[src/rtl/cpu_step_ctrl.sv]
// cpu_step_ctrl: turns debounced button pulses into the CPU clock-enable.
// Modes: single step, divided-rate continuous run, fixed-length burst.
module cpu_step_ctrl #(
    parameter int RUN_DIV   = 4,
    parameter int BURST_LEN = 16,
    parameter int CNT_W     = 16
) (
    input  logic             clk,
    input  logic             rst,
    input  logic             step_pulse,
    input  logic             run_pulse,
    input  logic             burst_pulse,
    input  logic             cpu_halt,
    output logic             cpu_en,
    output logic             running,
    output logic [1:0]       mode,
    output logic [CNT_W-1:0] step_count
);

    localparam int DIV_W = (RUN_DIV > 1) ? $clog2(RUN_DIV) : 1;
    localparam int BST_W = $clog2(BURST_LEN + 1);

    localparam logic [DIV_W-1:0] DIV_MAX  = DIV_W'(RUN_DIV - 1);
    localparam logic [BST_W-1:0] BST_INIT = BST_W'(BURST_LEN);

    typedef enum logic [1:0] {
        S_IDLE  = 2'd0,
        S_STEP  = 2'd1,
        S_RUN   = 2'd2,
        S_BURST = 2'd3
    } state_t;

    state_t             state_q, state_d;
    logic [DIV_W-1:0]   div_q, div_d;
    logic [BST_W-1:0]   bst_q, bst_d;
    logic               en_q, en_d;
    logic               run_q, run_d;
    logic [CNT_W-1:0]   cnt_q;

    logic               div_hit;
    logic [DIV_W-1:0]   div_nxt;

    // Divider compare and wrap-around successor value.
    always_comb begin
        div_hit = (div_q == DIV_MAX);
        div_nxt = div_hit ? '0 : div_q + DIV_W'(1);
    end

    // Next-state, divider, burst count and the enable to be registered.
    always_comb begin
        state_d = state_q;
        div_d   = div_q;
        bst_d   = bst_q;
        en_d    = 1'b0;
        unique case (state_q)
            S_IDLE: begin
                if (!cpu_halt) begin
                    if (run_pulse) begin
                        state_d = S_RUN;
                        div_d   = '0;
                    end else if (burst_pulse) begin
                        state_d = S_BURST;
                        div_d   = '0;
                        bst_d   = BST_INIT;
                    end else if (step_pulse) begin
                        state_d = S_STEP;
                        en_d    = 1'b1;
                    end
                end
            end
            S_STEP: begin
                state_d = S_IDLE;
            end
            S_RUN: begin
                if (cpu_halt || run_pulse) begin
                    state_d = S_IDLE;
                end else begin
                    div_d = div_nxt;
                    en_d  = div_hit;
                end
            end
            S_BURST: begin
                if (cpu_halt || run_pulse || bst_q == '0) begin
                    state_d = S_IDLE;
                end else begin
                    div_d = div_nxt;
                    if (div_hit) begin
                        en_d  = 1'b1;
                        bst_d = bst_q - BST_W'(1);
                    end
                end
            end
            default: begin
                state_d = S_IDLE;
            end
        endcase
        run_d = (state_d == S_RUN) || (state_d == S_BURST);
    end

    // State and registered outputs; synchronous reset aborts everything.
    always_ff @(posedge clk) begin
        if (rst) begin
            state_q <= S_IDLE;
            div_q   <= '0;
            bst_q   <= '0;
            en_q    <= 1'b0;
            run_q   <= 1'b0;
            cnt_q   <= '0;
        end else begin
            state_q <= state_d;
            div_q   <= div_d;
            bst_q   <= bst_d;
            en_q    <= en_d;
            run_q   <= run_d;
            cnt_q   <= cnt_q + CNT_W'(en_d);
        end
    end

    assign cpu_en     = en_q;
    assign running    = run_q;
    assign mode       = state_q;
    assign step_count = cnt_q;

endmodule

[config.mk]
export PLATFORM = sky130hd
export DESIGN_NAME = cpu_step_ctrl
export DESIGN_NICKNAME = d
export VERILOG_FILES = /design/src/rtl/cpu_step_ctrl.sv
export SDC_FILE = /design/constraint.sdc
export NUM_CORES = 1
export LEC_CHECK = 0
export CAP_MARGIN = 5
export CORE_MARGIN = 3
export CORE_UTILIZATION = 52
export CTS_BUF_LIST = sky130_fd_sc_hd__clkbuf_2 sky130_fd_sc_hd__clkbuf_4 sky130_fd_sc_hd__clkbuf_8
export DETAILED_ROUTE_END_ITERATION = 8
export PLACE_DENSITY = 0.81
export SYNTH_ARGS = -nofsm -noshare
export SYNTH_HDL_FRONTEND = slang
export SYNTH_SLANG_ARGS = --single-unit
[constraint.sdc]
create_clock -name clk -period 3 [get_ports clk]
set_clock_uncertainty 0.05 [all_clocks]
set_input_delay 0.75 -clock clk [delete_from_list [all_inputs] [get_ports clk]]
set_output_delay 0.75 -clock clk [all_outputs]
set_load 0.02 [all_outputs]
==> results of run 1 <==
area by class of cell:
| cell class | count | area share |
|---|---|---|
| well taps | 28 | 0.0217 |
| clock buffers | 4 | 0.0225 |
| flip-flops and latches | 26 | 0.323 |
| repair buffers | 32 | 0.188 |
| inverters | 7 | 0.0163 |
| multi-input cells | 106 | 0.429 |
final timing paths:
| check | slack [ns] | cells past startpoint | end |
|---|---|---|---|
| max reg2reg | 0.44 | 11 | step_count[10] |
| min reg2reg | 0.45 | 2 | div_q[1] |
| max | 0.32 | 8 | step_count[14] |
| min | 0.45 | 2 | div_q[1] |
placed cells by master, fill, tap and decap left out, types with 3 or more instances in the layout:
| cell type | n |
|---|---|
| ha_1 | 5 |
| clkdlybuf4s50_1 | 25 |
| and3_1 | 3 |
| nor3_1 | 3 |
| or4_1 | 4 |
| nand3_1 | 8 |
| inv_1 | 7 |
| xor2_1 | 4 |
| dfxtp_1 | 26 |
| o21ai_0 | 8 |
| a21oi_1 | 15 |
| nand4_1 | 6 |
| nor2_1 | 13 |
| nand2_1 | 8 |
| xnor2_1 | 5 |
| buf_4 | 7 |
| clkbuf_4 | 3 |
| o31ai_1 | 3 |
where the power goes:
part / leakage, nW / switching (mW) / internal (mW) / total, mW
sequential: 0.210 / 0.00602 / 0.349 / 0.355
combinational: 0.343 / 0.0280 / 0.0240 / 0.0519
clock: 0.0210 / 0.0985 / 0.0743 / 0.173
total: 0.574 / 0.133 / 0.447 / 0.579
cells by family (layout without fill, tap and decap cells):
| group | Yosys count | in the layout | synth area share |
|---|---|---|---|
| xor+xnor | 9 | 9 | 0.0622 |
| compound gates | 33 | 33 | 0.168 |
| fa+ha+maj | 5 | 5 | 0.0494 |
| buf+inv | 13 | 43 | 0.0435 |
| flops | 26 | 26 | 0.411 |
| simple gates | 59 | 59 | 0.266 |
per-layer routing:
layer | part of all wire | routed length (um) | global-route usage | vias up
li1 | - | - | - | 583
met1 | 0.44 | 1300 | 0.242 | 574
met2 | 0.52 | 1540 | 0.345 | 20
met3 | 0.034 | 101 | 0.0607 | 6
met4 | 0.014 | 41 | 0.0764 | 0
met5 | 0 | 0 | 0 | -
critical path, cell delays in order:
cell             delay (ns)
clkdlybuf4s50_1        0.49
nor4_2                 0.34
a32o_1                 0.24
ha_1                   0.18
ha_1                   0.20
nand2_1                0.13
or4_1                  0.41
a21oi_1                0.15
sequential cells by signal (all words and copies together) (netlist names), named ones only:
signal,count
mode,1
div_q,2
step_count,16
bst_q,5
cpu_en,1
==> reports/summary.txt, run 1 <==
Post-CTS Resized: 0
FMAX: 0.373 GHz
Placed Instances: 199
hold slack: 0.446 ns
post-detailed-route count of antenna-violating nets: 0
Cells after Synth: 145
power per cell area: 359 nW/um^2
register area: 520 sq um
area of the multi-input gates: 691 sq um
fillers: 172
async set or reset register ratio after synthesis: 0
WL final: 2980 um
Hold Crit Start: div_q[1]
drt via density: 5.83
Synth Flop Type: dfxtp_1
Setup crit start: cpu_halt
row cnt: 17
Slew Limit Fails: 0
Synth Register Bits: 26
WP data required: 3.22 ns
setup TNS: 0 ns
DR iter-0 viols: 35
top cells by area, synth: dfxtp_1, a21oi_1, ha_1
Routed WL per cell: 14.7 um
status: complete, no violations
max_slew headroom: 0.733
grt total ovfl: 0
CP Data Arrival Time: 2.90 ns
synthesized area per cell: 8.73 sq um
startpoint types: primary input
Ports: 26
synth-to-layout area growth: 27.3%
# setup viols final: 0
Worst Hold Class: register to register
initial antenna violation count: 0
Crit Path Class: primary input to register
Reg clk slew, reported paths: 0.13 ns
Post-synth EDFFs: 0
Synth Warn #: 0
dpl cell area: 1580 sq um
Pre-Repair DR Iteration Count: 4
core area: 2250 sq um
non-filler cells, final: 203
min cycle time layout: 2.68 ns
syn_nets: 156
die height: 55.3 um
TritonCTS sink count: 26
Final Core Density: 0.715
post-place setup slack: -0.0101 ns
Port Buf Inserts: 25
sequential area share after synthesis: 0.411
first-pass GRT wire length: 5100 um
Tcrit/Tclk final: 0.895
ANT cells: 0
detailed-route DRC error count: 0
LEAKAGE: 0.574 nW
RSZ-0062 raised after global routing: false
largest fanout on the critical path: 5
post-synth top area share: 0.411
Starting Density: 0.562
Post-CTS Hold Buffers: 0
Die ar.: 3060 sq um
clk_lat worst skew: 0.32 ns
clock buffer depth: 2
Num CTS Buffers: 3
RePlAce Congestion: 0.874
top-count cell post-synth: dfxtp_1
Worst Tran Pin Value: 0.400 ns
worst setup margin: 0.316 ns
die width: 55.3 um
H-tree Lvls: 1
share of cells above drive strength 1: 0.103
Pwr Total: 0.579 mW
nets: 187
Unique masters post-synth: 35
TritonCTS clock tree: yes
Post-Layout Inst Area: 1610 sq um
Root Driver: clkbuf_4
peak supply drop: 0.290 mV
final hold vios: 0
largest net degree at the start of global routing: 18
Post-CTS Setup Inserts: 0
CP endpoint kind: register
vias in the first global route: 1,159
GRT Overall Usage: 0.204
Post-Syn Area: 1270 sq um
vias: 1,183
FF-to-FF Start: bst_q[0]
Synth area leader: dfxtp_1
Post-synth top cells: dfxtp_1, a21oi_1, nor2_1
hpwl dp: 2260 um
Max-cap violations: 0
Note: power is estimated with default switching activity, not from simulation.
==> inputs of run 2 (changes only) <==
--- a/config.mk
+++ b/config.mk
@@ -6,11 +6,13 @@
 export NUM_CORES = 1
 export LEC_CHECK = 0
 export CAP_MARGIN = 5
+export CELL_PAD_IN_SITES_DETAIL_PLACEMENT = 0
+export CELL_PAD_IN_SITES_GLOBAL_PLACEMENT = 1
 export CORE_MARGIN = 3
-export CORE_UTILIZATION = 52
+export CORE_UTILIZATION = 39
 export CTS_BUF_LIST = sky130_fd_sc_hd__clkbuf_2 sky130_fd_sc_hd__clkbuf_4 sky130_fd_sc_hd__clkbuf_8
 export DETAILED_ROUTE_END_ITERATION = 8
-export PLACE_DENSITY = 0.81
+export PLACE_DENSITY_LB_ADDON = 0.1
 export SYNTH_ARGS = -nofsm -noshare
 export SYNTH_HDL_FRONTEND = slang
 export SYNTH_SLANG_ARGS = --single-unit
==> run 2 against run 1 <==
Effect of this change:
- critical path depth grew 3
- power grew 1.8%
- flip-flop and latch count is the same
- via count shrank 2.1%
- final area grew 2.6%
- highest routed layer unchanged
==> reports/summary.txt, run 2 (synthesis results as in run 1) <==
reg-to-reg slack, setup: 0.38 ns (-0.06 ns)
RePlAce Congestion: 0.833 (-4.6%)
startpoint types: register
post-detailed-route count of antenna-violating nets: 0 (unchanged)
Pwr Total: 0.590 mW (+1.8%)
Worst Tran Pin Value: 0.488 ns (+0.0880 ns)
Ports: 26 (unchanged)
FMAX: 0.382 GHz (+2.6%)
status: complete, no violations
initial antenna violation count: 0 (unchanged)
met2 WL post-DR: 1190 um (-23%)
R2R cell count: 11 (unchanged)
Starting Density: 0.411 (-0.150)
Post-CTS Setup Inserts: 0 (unchanged)
CP Data Arrival Time: 2.80 ns (-0.10 ns)
most frequent cells in the layout: dfxtp_1, clkdlybuf4s50_1, a21oi_1, nor2_1, buf_4
vias: 1,158 (-2.1%)
worst setup margin: 0.383 ns (+0.0671 ns)
nets: 190 (+1.6%)
clk_lat worst skew: 0.33 ns (about the same)
highest metal used: met4
Hold Path End: div_q[1]
largest net degree at the start of global routing: 17 (-1)
Tcrit/Tclk final: 0.872 (-0.0224)
Critical R2R Capture: step_count[9]
die height: 63.0 um (+14%)
ANT cells: 0 (unchanged)
WL final: 2890 um (-3.1%)
Pre-Repair DR Iteration Count: 4 (unchanged)
min cycle time layout: 2.62 ns (-0.0671 ns)
largest fanout on the critical path: 4 (-1)
# setup viols final: 0 (unchanged)
Max-cap violations: 0 (unchanged)
TritonCTS sink count: 26 (unchanged)
detailed-route DRC error count: 0 (unchanged)
DR iter-0 viols: 63 (+80%)
vias in the first global route: 1,106 (-4.6%)
fillers: 307 (+78%)
post-place setup slack: 0.0177 ns (+0.0278 ns)
Root Driver: clkbuf_4
setup TNS: 0 ns (unchanged)
row cnt: 20 (+3)
core area: 3080 sq um (+37%)
clock buffer depth: 2 (unchanged)
drt via density: 5.22 (-10%)
Worst Hold Class: register to register
share of cells above drive strength 1: 0.118 (+0.0151)
commonest non-fill, non-tap cell in the layout: dfxtp_1
RSZ-0062 raised after global routing: false
power per cell area: 357 nW/um^2 (-0.80%)
Hold Crit Start: div_q[1]
Met3 Wirelength: 128 um (+27%)
LEAKAGE: 0.586 nW (+2.2%)
WP data required: 3.18 ns (-0.04 ns)
max_slew headroom: 0.674 (-0.0593)
Placed Instances: 218 (+9.5%)
non-filler cells, final: 222 (+9.4%)
CP endpoint kind: register
routed length on met1: 1530 um (+18%)
H-tree Lvls: 1 (unchanged)
Post-CTS Resized: 0 (unchanged)
synth-to-layout area growth: 30.6%
Post-CTS Hold Buffers: 0 (unchanged)
TritonCTS clock tree: yes
first-pass GRT wire length: 5210 um (+2.2%)
hpwl dp: 2150 um (-4.9%)
Die ar.: 3970 sq um (+29%)
Hold Crit Depth: 2 (unchanged)
hold slack: 0.438 ns (-0.00730 ns)
Port Buf Inserts: 25 (unchanged)
grt total ovfl: 0 (unchanged)
Crit Path Class: register to register
FF-to-FF Start: bst_q[0]
Routed WL per cell: 13.0 um (-11%)
final hold vios: 0 (unchanged)
max reg flops: 16 (unchanged)
peak supply drop: 0.268 mV (-7.8%)
Reg clk slew, reported paths: 0.15 ns (+0.02 ns)
die width: 63.0 um (+14%)
Num CTS Buffers: 3 (unchanged)
Slew Limit Fails: 0 (unchanged)
GRT Overall Usage: 0.160 (-0.0442)
## run 2: metal layers
| layer | up-vias | track usage |
|---|---|---|
| li1 | 593 | - |
| met1 | 539 | 0.237 |
| met3 | 4 | 0.0450 |
| met2 | 22 | 0.224 |
| met5 | - | 0 |
| met4 | 0 | 0.0413 |
## run 2: final cells by class
class                   count  area (sq um)  share of cell area
clock buffers               4          36.3              0.0219
well taps                  44          55.1              0.0333
flip-flops and latches     26           520               0.315
repair buffers             35           325               0.197
multi-input cells         106           691               0.418
inverters                   7          26.3              0.0159
## run 2: worst max-delay path by stage
stage                                end  slack [ns]      from  cells past startpoint
after floorplan           step_count[14]        0.52  cpu_halt                      7
after global placement    step_count[14]        0.09  cpu_halt                      8
after detailed placement  step_count[14]        0.02  cpu_halt                      8
after CTS                 step_count[14]        0.38  cpu_halt                      8
after global routing       step_count[9]        0.22  bst_q[0]                     11
final                      step_count[9]        0.38  bst_q[0]                     11
## run 2: stage by stage
| step | area (sq um) | util |
|---|---|---|
| detailed placement | 1620 | 0.526 |
| floorplan | 1270 | - |
| finish | 1650 | 0.537 |
| global route | 1650 | 0.537 |
| global placement | 1620 | 0.526 |
| CTS | 1650 | 0.537 |
## run 2: critical path, stage by stage (launching register included)
cell and delay (ns):
dfxtp_1 0.36, inv_1 0.10, ha_1 0.14, or4b_1 0.49, o211a_1 0.26, a32o_1 0.23
ha_1 0.21, and2_1 0.17, buf_4 0.15, and3_1 0.18, xnor2_1 0.14, nor2_1 0.05
## run 2: power by group
part	total (mW)	leakage, nW	switching, mW	internal, mW
logic	0.0518	0.355	0.0279	0.0240
clock network	0.183	0.0210	0.109	0.0744
registers	0.355	0.210	0.00616	0.349
total	0.590	0.586	0.143	0.447
